## config.mk

```make
export PLATFORM = sky130hd
export DESIGN_NAME = gs232c_ras
export DESIGN_NICKNAME = d
export VERILOG_FILES = /design/src/rtl/gs232c_ras_pkg.sv /design/src/rtl/gs232c_ras_mem.sv /design/src/rtl/gs232c_ras.sv
export SDC_FILE = /design/constraint.sdc
export NUM_CORES = 1
export LEC_CHECK = 0
export CAP_MARGIN = 0
export CORE_MARGIN = 2
export CORE_UTILIZATION = 55
export DETAILED_ROUTE_END_ITERATION = 10
export DONT_BUFFER_PORTS = 1
export GPL_TIMING_DRIVEN = 0
export PLACE_DENSITY = 0.75
export SLEW_MARGIN = 15
export SYNTH_ARGS = -nofsm -noshare
export SYNTH_HDL_FRONTEND = slang
export SYNTH_HIERARCHICAL = 1
export SYNTH_SLANG_ARGS = --single-unit
```

## constraint.sdc

```tcl
create_clock -name clock -period 9.22 [get_ports clock]
set_clock_uncertainty 0.05 [all_clocks]
set_input_delay 0.922 -clock clock [delete_from_list [all_inputs] [get_ports clock]]
set_output_delay 0.922 -clock clock [all_outputs]
set_load 0.03 [all_outputs]
```

## src/rtl/gs232c_ras_pkg.sv

```systemverilog
// Shared return-address-stack definitions: default geometry (AW matches the BTB target width)
// and the per-cycle stack operation encoding used by the top-level update logic.
package gs232c_ras_pkg;

    localparam int unsigned GS232C_RAS_DEPTH = 8;
    localparam int unsigned GS232C_RAS_AW    = 30;

    typedef enum logic [1:0] {
        RAS_NOP  = 2'd0,
        RAS_PUSH = 2'd1,
        RAS_POP  = 2'd2,
        RAS_REPL = 2'd3
    } ras_op_e;

    // A call and a return in the same group replace the top entry in place.
    function automatic ras_op_e ras_op(input logic push, input logic pop);
        ras_op_e op;
        case ({push, pop})
            2'b10:   op = RAS_PUSH;
            2'b01:   op = RAS_POP;
            2'b11:   op = RAS_REPL;
            default: op = RAS_NOP;
        endcase
        return op;
    endfunction

endpackage

```

## src/rtl/gs232c_ras_mem.sv

```systemverilog
// Return-address storage: DEPTH x AW register file, async clear, one write port,
// one combinational read port addressed by the current top of stack.
module gs232c_ras_mem
    import gs232c_ras_pkg::*;
#(
    parameter  int unsigned DEPTH = GS232C_RAS_DEPTH,
    parameter  int unsigned AW    = GS232C_RAS_AW,
    localparam int unsigned PW    = $clog2(DEPTH)
) (
    input  logic          clock,
    input  logic          reset,
    input  logic          i_we,
    input  logic [PW-1:0] i_waddr,
    input  logic [AW-1:0] i_wdata,
    input  logic [PW-1:0] i_raddr,
    output logic [AW-1:0] o_rdata
);

    logic [AW-1:0] r_mem [DEPTH];

    always_ff @(posedge clock or posedge reset) begin
        if (reset) begin
            for (int unsigned i = 0; i < DEPTH; i++) begin
                r_mem[i] <= '0;
            end
        end else if (i_we) begin
            r_mem[i_waddr] <= i_wdata;
        end
    end

    assign o_rdata = r_mem[i_raddr];

endmodule

```

## src/rtl/gs232c_ras.sv

```systemverilog
// Speculative return-address stack for jrra prediction, repaired from a {cnt,tos} checkpoint
// on predecode cancel. Optional same-cycle push forwarding: GS232C_RAS_PUSH_BYPASS_EN.
module gs232c_ras
    import gs232c_ras_pkg::*;
#(
    parameter  int unsigned DEPTH = GS232C_RAS_DEPTH,
    parameter  int unsigned AW    = GS232C_RAS_AW,
    localparam int unsigned PW    = $clog2(DEPTH),
    localparam int unsigned CW    = $clog2(DEPTH + 1)
) (
    input  logic             clock,
    input  logic             reset,
    input  logic             iq_go,
    input  logic             iq_cancel,
    input  logic             fe_push,
    input  logic [AW-1:0]    fe_push_pc,
    input  logic             fe_pop,
    output logic [PW+CW-1:0] fe_ckpt,
    input  logic             pr_cancel,
    input  logic [PW+CW-1:0] pr_ckpt,
    input  logic             pr_link,
    input  logic [AW-1:0]    pr_link_pc,
    input  logic             pr_jrra,
    output logic [AW-1:0]    ra,
    output logic             ra_valid
);

    localparam logic [CW-1:0] CNT_FULL = CW'(DEPTH);

    logic [PW-1:0] r_tos;
    logic [CW-1:0] r_cnt;

    logic          w_fe_ok;
    ras_op_e       w_op;
    logic [PW-1:0] w_base_tos;
    logic [CW-1:0] w_base_cnt;
    logic [PW-1:0] w_nxt_tos;
    logic [CW-1:0] w_nxt_cnt;
    logic          w_we;
    logic [PW-1:0] w_wr_addr;
    logic [AW-1:0] w_wr_pc;
    logic [AW-1:0] w_mem_rd;

    // Repair restores {cnt,tos} first, then reuses the same push/pop/replace rules.
    always_comb begin
        w_fe_ok    = iq_go & ~iq_cancel & ~pr_cancel;
        w_base_tos = r_tos;
        w_base_cnt = r_cnt;
        w_wr_pc    = fe_push_pc;
        w_op       = RAS_NOP;
        if (pr_cancel) begin
            w_base_tos = pr_ckpt[PW-1:0];
            w_base_cnt = pr_ckpt[PW +: CW];
            w_wr_pc    = pr_link_pc;
            w_op       = ras_op(pr_link, pr_jrra);
        end else if (w_fe_ok) begin
            w_op = ras_op(fe_push, fe_pop);
        end

        w_nxt_tos = w_base_tos;
        w_nxt_cnt = w_base_cnt;
        w_we      = 1'b0;
        w_wr_addr = w_base_tos;
        case (w_op)
            RAS_PUSH: begin
                w_nxt_tos = w_base_tos + PW'(1);
                w_wr_addr = w_base_tos + PW'(1);
                w_we      = 1'b1;
                if (w_base_cnt != CNT_FULL) begin
                    w_nxt_cnt = w_base_cnt + CW'(1);
                end
            end
            RAS_POP: begin
                w_nxt_tos = w_base_tos - PW'(1);
                if (w_base_cnt != '0) begin
                    w_nxt_cnt = w_base_cnt - CW'(1);
                end
            end
            RAS_REPL: begin
                w_we = 1'b1;
            end
            default: begin
            end
        endcase
    end

    always_ff @(posedge clock or posedge reset) begin
        if (reset) begin
            r_tos <= '0;
            r_cnt <= '0;
        end else begin
            r_tos <= w_nxt_tos;
            r_cnt <= w_nxt_cnt;
        end
    end

    gs232c_ras_mem #(
        .DEPTH (DEPTH),
        .AW    (AW)
    ) u_mem (
        .clock   (clock),
        .reset   (reset),
        .i_we    (w_we),
        .i_waddr (w_wr_addr),
        .i_wdata (w_wr_pc),
        .i_raddr (r_tos),
        .o_rdata (w_mem_rd)
    );

    assign fe_ckpt = {r_cnt, r_tos};

`ifdef GS232C_RAS_PUSH_BYPASS_EN
    logic w_byp;
    // Any write this cycle lands on the new top, so forward its data directly.
    assign w_byp    = w_we & ~reset;
    assign ra       = w_byp ? w_wr_pc : w_mem_rd;
    assign ra_valid = w_byp | (r_cnt != '0);
`else
    assign ra       = w_mem_rd;
    assign ra_valid = (r_cnt != '0);
`endif

endmodule

```

==> results.md <==
- The number of buffer cells added on primary ports is 0.
- The gate count after technology mapping is 743.
- The critical path in this run is classified as input pin to flop.
- The effective utilization at floorplan is about 56%.
- The leakage power is ~5.8 nW.
- The detail route stage leaves a number of antenna-violating nets equal to 0.
- approximately 110 I/O pins were placed.
- Detailed placement ended at an HPWL of ~17000 µm.
- The placeable core area is around 22000 µm².
- The wire length after detailed routing is about 26000 µm.
- The placed instances occupy a cell area of 12500 µm².
- The count of instances resized after the clock tree is built is 0.
- Setup violations remaining at the end of the flow were counted as 0.
- The worst hold path belongs to the class input pin to async pin.
- The critical path launch point type is an input pin.
- The first routing iteration left 358 violations.
- In this run the worst path has a maximum fanout of 10.
- Dividing the synthesized area by the synthesized cell count gives between 15 and 20 µm².
- The number of hold-repair buffers added at the cts stage is 0.
- The TritonCTS buffer count is 26.
- The tree is rooted in a sky130_fd_sc_hd__clkbuf_16.
- The later pin in the worst-skew pair is clocked with a latency of 520 ps.
- The filler cells instantiated in the layout total approximately 1600.
- The largest single stage delay on the critical path is about 520 ps.
- The critical path goes through buf_6 -> buf_2 -> buf_2 -> nand2_1 -> o21a_1 -> inv_1 -> ha_1 -> clkbuf_1 -> nand2_1 -> xor2_1 -> and4bb_2 -> buf_2 -> mux2_2.
- Global routing used roughly 23% of the available tracks across all layers.
- The area of the mapped netlist is approximately 12000 µm².
- The design area is 13400 µm².
- The run finished with clean final reports.
- The areal power density over the cells is between 300 and 400 nW/µm².
- The number of placement rows is 54.
- For the pin with the worst max-slew slack, the measured transition is approximately 800 ps.
- The arrival time reported for the critical path endpoint is 4530 ps.
- The overall die height is ~150 µm.
- The post-route netlist has just under 50% of its cells at a drive strength greater than 1.
- The required time at the endpoint of the critical path is approximately 9600 ps.
- The fmax is 239 MHz.
- The die width is 152 µm.
- The antenna cell count is 0.
- The worst ir drop on vdd is 0.163 mV.
- Summing all flip-flop and latch instances after layout gives between 6000 and 7000 µm².
- The cell with the most instances on the worst path is sky130_fd_sc_hd__buf_2.
- Using the TritonRoute via totals, the vias-per-cell ratio works out to ~6.2.
- The clock passes through at most 3 buffers.
- Measured against its own limit, the worst slew margin works out to 45.1%.
- The remaining design rule violation count is 0.
- The max-slew violation total from the final report is 0.
- The wire length of the first global-routing pass is roughly 40000 µm.
- The initial antenna violation count is 0.
- The die footprint is 23200 µm².
- The final clock period utilization by the worst path is 45.3%.
- The synthesis-to-layout area growth is 10.6%.
- Synthesis produced a netlist with a net count of 826.
- The detailed-route wire length per cell is between 20 and 25 µm.
- After clock tree synthesis, the clock-pin slew on the worst setup and hold paths is 60 ps.
- The post-CTS setup buffer count is 0.
- The count of nets after finishing is approximately 860.
- The area used by multi-input combinational logic is ~5500 µm².
- Setup repair after global routing left no endpoint under its margin.
- The worst setup path is captured at a flop.
- The CTS tree is built.
- The kind of cell adding the most delay to the critical path is buffers and inverters.
- Synthesis inferred ~250 register bits.
- The buffer and inverter count on the worst path is 6.
- The first TritonRoute pass finished after 4 iterations.
- Across the run, the number of max-cap violations was 0.
- Entering global routing, the biggest net connects around 110 pins.
- Across all layers, the routed design uses 6686 vias.
- The depth of the CTS H-tree is 1.
- Among all stages on the critical path, the largest delay is contributed by sky130_fd_sc_hd__xor2_1.
- The number of global-route vias before repair is 7318.
- The final core utilization is 61.6%.
- The routed design could run at a clock period as short as between 4000 and 5000 ps.
- Routability-driven placement finished with a final weighted congestion of around 0.78.
- Yosys mapped the design onto 44 distinct sky130hd cell types.
- The total count of hold-check failures in the final report is 0.
- Summed over all layers, the global routing overflow is 0.
- During synthesis, Yosys emitted a total of 6 warnings.
- In the final timing run, aggregate negative setup slack is 0 ps.
- Summing the sequential cell areas from Yosys gives 51.2% of the chip area.
- Clock tree synthesis found a total of between 200 and 250 sinks.
## layout by cell type, fill, tap and decap left out, types with 3 or more instances in the layout
master and instances:
sky130_fd_sc_hd__nand4b_1 3, sky130_fd_sc_hd__buf_6 13, sky130_fd_sc_hd__mux2_1 34, sky130_fd_sc_hd__mux4_1 40, sky130_fd_sc_hd__a21oi_1 5, sky130_fd_sc_hd__clkbuf_1 8, sky130_fd_sc_hd__mux4_2 20, sky130_fd_sc_hd__mux2i_4 3
sky130_fd_sc_hd__ha_1 7, sky130_fd_sc_hd__a221o_1 3, sky130_fd_sc_hd__clkbuf_16 27, sky130_fd_sc_hd__buf_2 30, sky130_fd_sc_hd__nor2_1 3, sky130_fd_sc_hd__clkbuf_8 7, sky130_fd_sc_hd__o21ai_1 5, sky130_fd_sc_hd__mux2_2 270
sky130_fd_sc_hd__dfrtp_1 247, sky130_fd_sc_hd__clkinv_2 5, sky130_fd_sc_hd__and4bb_2 3, sky130_fd_sc_hd__mux2i_1 3, sky130_fd_sc_hd__nand2_1 9, sky130_fd_sc_hd__inv_1 10
## layout make-up
cell class              instances  area share (%)
well taps                     280            2.62
inverters                      11           0.365
clock inverters                 7           0.637
repair buffers                  2           0.412
clock buffers                  38            5.89
multi-input cells             436            41.3
flip-flops and latches        247            46.3
plain buffers                  49            2.49
## per-stage QoR
| stage | setup slack [ps] | power [mW] | std cells | hold WS [ps] |
|---|---|---|---|---|
| 6_report | 5040 | 4.44 | 1070 | 133 |
| 4_1_cts | 5070 | 4.48 | 1070 | 120 |
| 3_3_place_gp | 32.5 | 3.28 | 1023 | 410 |
| 3_5_place_dp | 4540 | 3.41 | 1025 | 435 |
| 2_1_floorplan | 1660 | 3.08 | 743 | 400 |
| 5_1_grt | 4830 | 4.67 | 1070 | 135 |
## flip-flops by register name (all words and copies together) (netlist names)
register     flops
u_mem/r_mem    240
r_cnt            4
r_tos            3
## report_power, final
part	internal [mW]	switching [mW]
combinational	0.815	0.684
clock	0.642	0.411
sequential	1.61	0.278
total	3.07	1.37
## synth_stat cells (all sizes together)
master	number	area share, %
a211oi	1	0.062
a21o	1	0.062
a21oi	5	0.21
a221o	3	0.25
a311oi	1	0.073
a31oi	1	0.052
a32oi	1	0.073
a41oi	1	0.073
and4bb	3	0.31
buf	43	2.5
clkbuf	4	0.12
dfrtp	247	51
dlygate4sd1	1	0.073
dlymetal6s2s	1	0.10
ha	7	0.73
inv	11	0.34
mux2	305	28
mux2i	7	0.92
mux4	60	12
nand2	9	0.28
nand2b	1	0.052
nand3b	2	0.12
nand4	1	0.052
nand4b	3	0.22
nor2	3	0.093
nor2b	2	0.10
nor3	2	0.083
nor4	2	0.10
nor4b	1	0.12
o211ai	1	0.062
o21a	1	0.062
o21ai	6	0.25
o21bai	2	0.12
o22ai	1	0.052
o31ai	1	0.062
or4	1	0.062
xor2	1	0.073
## layer usage
layer	track usage, %	vias to the layer above	wire (µm)
met5	0	-	0
met4	5.47	0	623
met3	4.18	48	1420
met2	39.8	190	13400
met1	29.3	3553	10700
li1	-	2895	-
## path summary, 6_finish.rpt
check                                 startpoint                to  slack [ps]  cells after the start
worst max-delay path                   pr_cancel  u_mem/r_mem[115]        5040                     13
worst min-delay path                       reset   u_mem/r_mem[15]         130                      1
worst max register to register          r_tos[0]  u_mem/r_mem[115]        6130                      8
worst min register to register  u_mem/r_mem[195]  u_mem/r_mem[195]         450                      1
max in group asynchronous                  reset   u_mem/r_mem[33]        7760                      3
min in group clock              u_mem/r_mem[195]  u_mem/r_mem[195]         450                      1
## cell families (layout without fill, tap and decap cells)
| family | count (synthesis) | count (layout) | synth area share, % |
|---|---|---|---|
| buffers and inverters | 60 | 107 | 3.10 |
| AOI/OAI and AO/OA | 26 | 26 | 1.46 |
| muxes | 372 | 372 | 41.8 |
| adders and majority gates | 7 | 7 | 0.725 |
| DFF | 247 | 247 | 51.2 |
| xor gates and xnor gates | 1 | 1 | 0.0726 |
| and+or+nand+nor | 30 | 30 | 1.61 |
Power figures use the tool's default switching activity.
